**src/rtl/timer_ctl_if.sv**
```systemverilog
// Register bus between a host and the timer_ctl block: one-cycle write
// and read strobes, 2-bit register select, 8-bit data, registered read data.
interface timer_ctl_if;
  logic [1:0] addr;
  logic [7:0] wdata;
  logic       we;
  logic       re;
  logic [7:0] rdata;

  modport master (output addr, output wdata, output we, output re, input rdata);
  modport slave  (input addr, input wdata, input we, input re, output rdata);
endinterface

```
**src/rtl/timer_ctl.sv**
```systemverilog
// Control/status front end for one timer channel. Holds the reload period,
// issues load strobes to the timer, turns rising edges of the timer's bell
// into sticky status, an expiry counter and an interrupt, and re-arms the
// timer on expiry when periodic mode is enabled.
module timer_ctl (
  input  logic       clock,
  input  logic       reset,
  timer_ctl_if.slave bus,
  output logic [7:0] value,
  input  logic       bell,
  output logic       put,
  output logic       irq
);

  logic [7:0] r_period;
  logic       r_en;
  logic       r_per;
  logic       r_ie;
  logic       r_fired;
  logic [3:0] r_ovr;
  logic [7:0] r_count;
  logic       r_bell_q;
  logic       r_put;
  logic [7:0] r_rdata;

  logic       w_fire;
  logic       w_wr_period;
  logic       w_wr_ctrl;
  logic       w_wr_status;
  logic       w_wr_count;
  logic [7:0] w_period_next;
  logic       w_en_next;
  logic       w_per_next;
  logic       w_ie_next;
  logic       w_fired_clr;
  logic       w_fired_next;
  logic [3:0] w_ovr_next;
  logic [7:0] w_count_next;
  logic       w_load;
  logic [7:0] w_rd_mux;

  assign value = r_period;
  assign put   = r_put;
  assign irq   = r_fired & r_ie;
  assign bus.rdata = r_rdata;

  // Next-state of all registers: bus writes first, then the fire event
  // layered on top so simultaneous events resolve in the fire's favour
  // except where a written value must be honoured.
  always_comb begin
    w_fire        = bell & ~r_bell_q;
    w_wr_period   = bus.we && (bus.addr == 2'd0);
    w_wr_ctrl     = bus.we && (bus.addr == 2'd1);
    w_wr_status   = bus.we && (bus.addr == 2'd2);
    w_wr_count    = bus.we && (bus.addr == 2'd3);
    w_period_next = r_period;
    w_en_next     = r_en;
    w_per_next    = r_per;
    w_ie_next     = r_ie;
    w_fired_clr   = 1'b0;
    w_fired_next  = r_fired;
    w_ovr_next    = r_ovr;
    w_count_next  = r_count;
    w_load        = 1'b0;

    if (w_wr_period) begin
      w_period_next = bus.wdata;
      w_load        = r_en;
    end
    if (w_wr_ctrl) begin
      w_load     = ~r_en & bus.wdata[0];
      w_en_next  = bus.wdata[0];
      w_per_next = bus.wdata[1];
      w_ie_next  = bus.wdata[2];
    end
    if (w_wr_status) begin
      w_fired_clr = bus.wdata[0];
      if (bus.wdata[0]) w_fired_next = 1'b0;
      if (bus.wdata[7]) w_ovr_next = 4'd0;
    end
    if (w_wr_count) begin
      w_count_next = 8'd0;
    end

    if (w_fire) begin
      w_count_next = w_count_next + 8'd1;
      if (r_fired && !w_fired_clr && (w_ovr_next != 4'hF)) begin
        w_ovr_next = w_ovr_next + 4'd1;
      end
      w_fired_next = 1'b1;
      if (w_en_next && w_per_next) begin
        w_load = 1'b1;
      end else if (w_en_next && !w_wr_ctrl) begin
        w_en_next = 1'b0;
      end
    end

    // A zero period would load a dead timer; the enable still takes effect.
    if (w_period_next == 8'd0) w_load = 1'b0;
  end

  // Read mux over pre-write register contents.
  always_comb begin
    w_rd_mux = 8'h00;
    case (bus.addr)
      2'd0: w_rd_mux = r_period;
      2'd1: w_rd_mux = {5'b0, r_ie, r_per, r_en};
      2'd2: w_rd_mux = {r_ovr, 2'b0, r_en, r_fired};
      2'd3: w_rd_mux = r_count;
      default: w_rd_mux = 8'h00;
    endcase
  end

  // State registers; reset clears everything including a pending load strobe.
  always_ff @(posedge clock or negedge reset) begin
    if (!reset) begin
      r_period <= 8'd0;
      r_en     <= 1'b0;
      r_per    <= 1'b0;
      r_ie     <= 1'b0;
      r_fired  <= 1'b0;
      r_ovr    <= 4'd0;
      r_count  <= 8'd0;
      r_bell_q <= 1'b0;
      r_put    <= 1'b0;
      r_rdata  <= 8'd0;
    end else begin
      r_period <= w_period_next;
      r_en     <= w_en_next;
      r_per    <= w_per_next;
      r_ie     <= w_ie_next;
      r_fired  <= w_fired_next;
      r_ovr    <= w_ovr_next;
      r_count  <= w_count_next;
      r_bell_q <= bell;
      r_put    <= w_load;
      r_rdata  <= bus.re ? w_rd_mux : 8'h00;
    end
  end

endmodule

```
**src/flat_wrapper.sv**
```systemverilog
// flat-port wrapper written by rule: the top's interface ports become plain ports
module timer_ctl_flat 
  (clock, reset, value, bell, put, irq, bus_addr, bus_wdata, bus_we, bus_re, bus_rdata);
  timer_ctl_if bus_i ();
  input  logic clock;
  input  logic reset;
  output logic [7:0] value;
  input  logic bell;
  output logic put;
  output logic irq;
  input wire logic [$bits(bus_i.addr)-1:0] bus_addr;
  input wire logic [$bits(bus_i.wdata)-1:0] bus_wdata;
  input wire logic [$bits(bus_i.we)-1:0] bus_we;
  input wire logic [$bits(bus_i.re)-1:0] bus_re;
  output wire logic [$bits(bus_i.rdata)-1:0] bus_rdata;
  assign bus_i.addr = bus_addr;
  assign bus_i.wdata = bus_wdata;
  assign bus_i.we = bus_we;
  assign bus_i.re = bus_re;
  assign bus_rdata = bus_i.rdata;
  timer_ctl u_core (.clock(clock), .reset(reset), .bus(bus_i), .value(value), .bell(bell), .put(put), .irq(irq));
endmodule
```
**config.mk**
```make
export PLATFORM = sky130hd
export DESIGN_NAME = timer_ctl_flat
export DESIGN_NICKNAME = d
export VERILOG_FILES = /design/src/rtl/timer_ctl_if.sv /design/src/rtl/timer_ctl.sv /design/src/flat_wrapper.sv
export SDC_FILE = /design/constraint.sdc
export NUM_CORES = 1
export LEC_CHECK = 0
export CAP_MARGIN = 0
export CORE_MARGIN = 10
export CORE_UTILIZATION = 47
export CTS_BUF_LIST = sky130_fd_sc_hd__clkbuf_4
export DETAILED_ROUTE_END_ITERATION = 16
export GPL_TIMING_DRIVEN = 0
export PLACE_DENSITY_LB_ADDON = 0.25
export SETUP_SLACK_MARGIN = 0.3
export SYNTH_ARGS = -nofsm -noshare
export SYNTH_HDL_FRONTEND = slang
export SYNTH_SLANG_ARGS = --single-unit
```
**constraint.sdc**
```tcl
create_clock -name clock -period 1.48 [get_ports clock]
set_clock_uncertainty 0.2 [all_clocks]
set_input_delay 0.296 -clock clock [delete_from_list [all_inputs] [get_ports clock]]
set_output_delay 0.296 -clock clock [all_outputs]
set_load 0.1 [all_outputs]
```
==> impl_results.md, run 1 <==
* Core region area at 3337 um^2
* Starting DRT DRC Count at 102
* Final count of hold timing violations at 34
* Worst slack at placement at -0.8290 ns
* Post-Syn Nets at 153
* Max Slew Vio Count at 0
* Initial core utilization at 0.4833
* Synth warn at 0
* Worst-path maximum fanout at 3
* Clock-pin slew on the worst setup and hold paths at 0.11 ns
* Diode count at 0
* HPWL Detailed at 2897 um
* CP required at 0.98 ns
* Setup slack, reg-to-reg at -0.08 ns
* WHS at -0.1932 ns
* Class of the worst hold path: in2async
* Finished Cell Area at 2846 um^2
* Setup violators final at 13
* Vias in the first global route at 1496
* CP Cell Sequence: and2_4 > buf_12
* Post-synthesis instance area at 1613 um^2
* Cts bufs inserted at 5
* Failing checks: negative hold slack, negative setup slack
* Critical Path Slowest Stage Cell: dfrtp_1
* Global route overflow at 0
* TritonCTS Sinks at 34
* Vias/cell at 5.535
* Synth area leader: dfrtp_1
* RSZ-0062 raised after global routing: yes
* Setup crit start kind: register
* Fin nets at 227
* Root Driver: clkbuf_4
* GPL Wtd Cong at 0.8490
* H-tree depth at 2
* Distinct cell type count after synthesis at 38
* Family with the most delay on the worst path: flip-flops
* Area after DPL at 2074 um^2
* Final WS setup at -0.09730 ns
* Global Route Usage Sum at 0.1580
* Antenna viol nets, final at 0
* Ratio of cells with drive above 1 in the final layout at 0.6698
* Status: complete, but fails checks
* Share of the synthesized area in the top cell type at 0.5275
* Flops & latches, synth at 34
* Worst slew margin at 0.4916
* Pre-antenna DRT Iters at 4
* Synthesized instance count at 137
* Final TNS setup at -0.7792 ns
* Worst Tran Pin Value at 0.7626 ns
* Arr. time, crit path at 1.08 ns
* Antenna violations before repair at 0
* Power Dens Cells at 1368 nW/um^2
* Layout Utilization at 0.8530
* Biggest cell delay along the critical path at 0.40 ns
* Tmin final at 1.577 ns
* Die height at 78.58 um
* Drt wl/cell at 20.36 um
* Fmax at 634.0 MHz
* Die X-Extent at 78.58 um
* First-pass GRT wire length at 7769 um
* Clock tree buffer depth at 2
* Largest net degree at the start of global routing at 35
* Area contributors post-synth: dfrtp_1 (53%), mux2_2 (10%), mux4_2 (2.8%), xor2_1 (2.7%), and2_1 (2.3%)
* R2r startpoint: u_core.value[0]
* Row count at 21
* TritonCTS clock tree: built
* Worst Setup End Kind: output port
* Die area at 6175 um^2
* Max IR drop VDD at 986.9 uV
* DRC Markers at 0
* Area Growth Syn to Fin at 76.49%
* Post-synthesis sequential area ratio at 0.5275
* CP Class: reg2out
* Crit share post-route at 1.066
* Port Buffers at 31
* Vias at 1428
* Syn_area_per_cell at 11.77 um^2
* Worst r2r dst: u_core.put
* WP buf/inv at 1
* # IOs at 33
* Cell depth of the worst flop-to-flop path at 5
* Leakage at 1.208 nW
* Clock latency on the worst-skew pair at 0.35 ns
* Max Cap Violations at 0
* Final wirelength at 5253 um
layer usage:
metal / routed length, um / global-route usage
met1: 2195 / 0.1736
met4: 61 / 0.05197
met3: 230 / 0.05011
met2: 2765 / 0.2813
met5: 0 / 0
logic make-up (layout without fill, tap and decap cells):
logic type / Yosys count / after routing / synth area share
mux: 18 / 18 / 0.1389
xor+xnor: 5 / 5 / 0.02715
simple gates: 50 / 50 / 0.1854
flops: 34 / 34 / 0.5275
fa+ha+maj: 1 / 1 / 0.007757
buf+inv: 7 / 82 / 0.02715
compound gates: 22 / 22 / 0.08612
worst max path at each step:
stage / startpoint / slack [ns] / cells past startpoint / to
final: u_core.r_ie / -0.1 / 2 / irq
after global placement: reset / -0.95 / 1 / u_core.value[6]
after floorplan: bus_addr[0] / -0.18 / 8 / u_core.r_count[6]
after CTS: u_core.r_fired / -0.1 / 2 / irq
after global routing: u_core.r_ie / -0.13 / 2 / irq
after detailed placement: bus_addr[1] / -0.83 / 8 / u_core.r_count[6]
sequential cells by signal, summed over array words and instances, names as in the netlist:
signal,count
u_core.bus.rdata,8
u_core.r_count,8
u_core.value,8
u_core.r_ovr,4
u_core.put,1
u_core.r_bell_q,1
u_core.r_en,1
u_core.r_fired,1
u_core.r_ie,1
u_core.r_per,1
final cells by class:
type	count	area (um^2)
buffer	5	60.06
clock buffer	5	37.54
clock inverter	3	16.27
fill	161	490.5
inverter	2	7.507
multi-input combinational	96	958.4
sequential	34	890.9
tap	46	57.56
timing repair buffer	67	818.3
worst register-to-register path: stages, from the launching register on:
cell	delay (ns)
dfrtp_4	0.53
buf_6	0.14
nor4_4	0.22
a21oi_2	0.10
a21oi_2	0.19
nor3_2	0.07
cells in the final DEF, fill, tap and decap left out, drive strengths merged, types with 2 or more instances in the layout:
cell / count
mux2: 15
nor4: 4
a21oi: 6
nand2: 10
inv: 2
o21ai: 3
xor2: 5
dfrtp: 34
and4b: 2
mux4: 2
and2: 6
clkbuf: 5
dlygate4sd2: 3
buf: 62
a31oi: 3
nor2: 5
nand3: 5
clkdlybuf4s50: 7
nor3: 2
and3: 2
clkinv: 2
nor2b: 6
a22oi: 4
power by group:
group / total (mW) / internal (mW) / switching (mW)
registers: 1.37 / 1.14 / 0.221
logic: 2.02 / 0.960 / 1.06
clock network: 0.510 / 0.176 / 0.334
metrics by stage:
stage	cells	hold WS, ns	power, mW
2_1_floorplan	137	-0.1996	2.257
3_3_place_gp	214	0.3223	2.567
3_5_place_dp	214	0.1994	2.597
4_1_cts	244	-0.1793	3.591
5_1_grt	258	-0.1616	4.056
6_report	258	-0.1932	3.893
cells in the mapped netlist:
library cell	count
nor2_1	5
nand4b_1	1
buf_4	2
a31oi_1	3
nand2_1	10
inv_1	2
or3_1	1
nand2b_1	1
nor4_1	4
nand3_1	3
and2_1	6
o211ai_1	1
and4_4	1
a21boi_0	1
nor2b_1	6
ha_1	1
a21o_1	1
buf_6	1
o21a_1	1
and3b_2	1
buf_2	2
and4b_1	2
xor2_1	5
nand3b_1	1
and3_1	2
mux2i_1	1
or4_1	1
nand3_2	2
a32oi_1	1
o21ai_0	3
nor3b_1	1
a22oi_1	4
o22ai_1	1
nor3_1	2
mux4_2	2
a21oi_1	6
dfrtp_1	34
mux2_2	15
repair_timing:
action	in CTS	in global routing
cloned	1	0
setup endpoints to repair	51	45
hold endpoints to repair	34	34
gates resized for setup	215	26
setup buffers	21	14
pin swaps	16	12
Power figures use the tool's default switching activity.
==> inputs of run 2 (changes only) <==
- SLEW_MARGIN: default -> 30
==> run 2 against run 1 <==
Against the previous run:
- the run ends with negative setup slack left
- hold slack improved by 0.21 ns
- global-route usage rose by 0.66 points
- worst setup slack got worse by 0.0064 ns
- critical path type unchanged
- critical endpoint unchanged
==> impl_results.md, run 2 (synthesized netlist as in run 1, its figures left out) <==
* Max IR drop VDD at 1036 uV (was 986.9 uV)
* CP Class: reg2out (unchanged)
* Vias/cell at 5.942 (was 5.535)
* Root Driver: clkbuf_4 (unchanged)
* TritonCTS clock tree: built (unchanged)
* GPL Wtd Cong at 0.8490 (unchanged)
* CP required at 0.98 ns (about the same)
* HPWL Detailed at 2979 um (was 2897 um)
* Cell depth of the worst flop-to-flop path at 4 (was 5)
* Fin nets at 225 (was 227)
* Final WS setup at -0.1037 ns (was -0.09730 ns)
* Antenna violations before repair at 1 (was 0)
* Worst-path maximum fanout at 3 (unchanged)
* Setup crit start kind: register (unchanged)
* Drt wl/cell at 23.32 um (was 20.36 um)
* Final wirelength at 5993 um (was 5253 um)
* Met1 GRT Util at 0.1716 (was 0.1736)
* Max Slew Vio Count at 0 (unchanged)
* Die X-Extent at 78.58 um (unchanged)
* Vias at 1527 (was 1428)
* Global Route Usage Sum at 0.1646 (was 0.1580)
* Row count at 21 (unchanged)
* Initial core utilization at 0.4833 (unchanged)
* Fmax at 631.4 MHz (was 634.0 MHz)
* Commonest cells after routing, fill and taps aside: buf_6 (18), buf_4 (18), buf_12 (18), dfrtp_1 (17), mux2_4 (14) (was buf_6 (21), buf_4 (20), buf_12 (18), dfrtp_1 (16), dfrtp_2 (11))
* Clock latency on the worst-skew pair at 0.35 ns (about the same)
* Antenna viol nets, final at 0 (unchanged)
* Starting DRT DRC Count at 144 (was 102)
* Final count of hold timing violations at 0 (was 34)
* Die height at 78.58 um (unchanged)
* Area after DPL at 2102 um^2 (was 2074 um^2)
* Failing checks: negative setup slack (was negative hold slack, negative setup slack)
* Clock tree buffer depth at 2 (unchanged)
* H-tree depth at 2 (unchanged)
* Power Dens Cells at 1383 nW/um^2 (was 1368 nW/um^2)
* # IOs at 33 (unchanged)
* WHS Endpoint: u_core.r_bell_q
* Hold Startpoint: bell
* CP Cell Sequence: and2_4 > buf_12 (unchanged)
* Area Growth Syn to Fin at 77.42% (was 76.49%)
* Leakage at 1.221 nW (was 1.208 nW)
* DRC Markers at 0 (unchanged)
* Class of the worst hold path: in2reg (was in2async)
* Worst Tran Pin Value at 0.3775 ns (was 0.7626 ns)
* Port Buffers at 31 (unchanged)
* Die area at 6175 um^2 (unchanged)
* Grt met2 use at 0.3035 (was 0.2813)
* Layout Utilization at 0.8575 (was 0.8530)
* Critical Path Slowest Stage Cell: dfrtp_1 (unchanged)
* Largest net degree at the start of global routing at 22 (was 35)
* Busiest layer in global routing: met2 (unchanged)
* Biggest cell delay along the critical path at 0.41 ns (was 0.40 ns)
* Pre-antenna DRT Iters at 4 (unchanged)
* M3 GR Usage at 0.04214 (was 0.05011)
* Family with the most delay on the worst path: flip-flops (unchanged)
* WP buf/inv at 1 (unchanged)
* Arr. time, crit path at 1.09 ns (was 1.08 ns)
* WHS at 0.01622 ns (was -0.1932 ns)
* Core region area at 3337 um^2 (unchanged)
* Status: complete, but fails checks (unchanged)
* Vias in the first global route at 1506 (was 1496)
* Worst slew margin at 0.7483 (was 0.4916)
* Tmin final at 1.584 ns (was 1.577 ns)
* Hold path depth at 1
* Cts bufs inserted at 5 (unchanged)
* Clock-pin slew on the worst setup and hold paths at 0.11 ns (about the same)
* Max Cap Violations at 0 (unchanged)
* TritonCTS Sinks at 34 (unchanged)
* Finished Cell Area at 2861 um^2 (was 2846 um^2)
* RSZ-0062 raised after global routing: yes (unchanged)
* Global route overflow at 0 (unchanged)
* Crit share post-route at 1.070 (was 1.066)
* R2r startpoint: u_core.r_fired (was u_core.value[0])
* Setup violators final at 14 (was 13)
* Setup slack, reg-to-reg at -0.08 ns (about the same)
* Worst r2r dst: u_core.bus.rdata[0] (was u_core.put)
* Ratio of cells with drive above 1 in the final layout at 0.6429 (was 0.6698)
* First-pass GRT wire length at 8038 um (was 7769 um)
* Worst Setup End Kind: output port (unchanged)
[run 2: cell types whose count changed in the layout (fill, tap and decap cells not counted), moves of 2 or more]
cell and change:
mux2_4 +4, mux2_2 -4, buf_4 -2, buf_6 -3
[run 2: power by group]
group / switching [mW] / internal [mW] / leakage, nW
Clock: 0.335 / 0.197 / 0.0331
Sequential: 0.206 / 1.14 / 0.409
Combinational: 1.13 / 0.951 / 0.780
[run 2: metrics by stage]
stage	worst slack (ns)	cells	TNS (ns)	power, mW
after global placement	-0.9523	214	-51.89	2.567
after CTS	-0.09469	245	-0.6234	3.591
after global routing	-0.1401	257	-1.205	4.090
after detailed placement	-0.8231	215	-24.52	2.611
final	-0.1037	257	-0.7653	3.959
after floorplan	-0.1761	137	-0.3338	2.257
[run 2: worst max-delay path by stage]
stage | startpoint | to | slack, ns | cells after the start
after floorplan | bus_addr[0] | u_core.r_count[6] | -0.18 | 8
after global placement | reset | u_core.value[6] | -0.95 | 1
after detailed placement | bus_addr[1] | u_core.r_count[6] | -0.82 | 8
after CTS | u_core.r_fired | irq | -0.09 | 2
after global routing | u_core.r_ie | irq | -0.14 | 2
final | u_core.r_ie | irq | -0.10 | 2
[run 2: timing repair]
action | CTS | global route
endpoints found under the hold margin | 34 | 0
resized for setup | 207 | 34
setup endpoints to repair | 51 | 48
gates cloned | 1 | 0
setup buffers | 20 | 11
hold buffers | 1 | 0
pin swaps | 12 | 10
[run 2: cell type report]
cell class / count / area (um^2)
multi-input cells: 96 / 968.4
fillers: 154 / 475.5
diodes: 1 / 2.502
flip-flops and latches: 34 / 889.6
repair buffers: 65 / 818.3
clock inverters: 2 / 8.758
well taps: 46 / 57.56
plain buffers: 5 / 63.81
clock buffers: 6 / 45.04
inverters: 2 / 7.507
[run 2: routing by layer]
| metal | routed length, um | share of wire | up-vias |
|---|---|---|---|
| li1 | - | - | 641 |
| met1 | 2277 | 0.38 | 786 |
| met2 | 3136 | 0.52 | 79 |
| met3 | 378 | 0.063 | 21 |
| met4 | 200 | 0.033 | 0 |
| met5 | 0 | 0 | - |
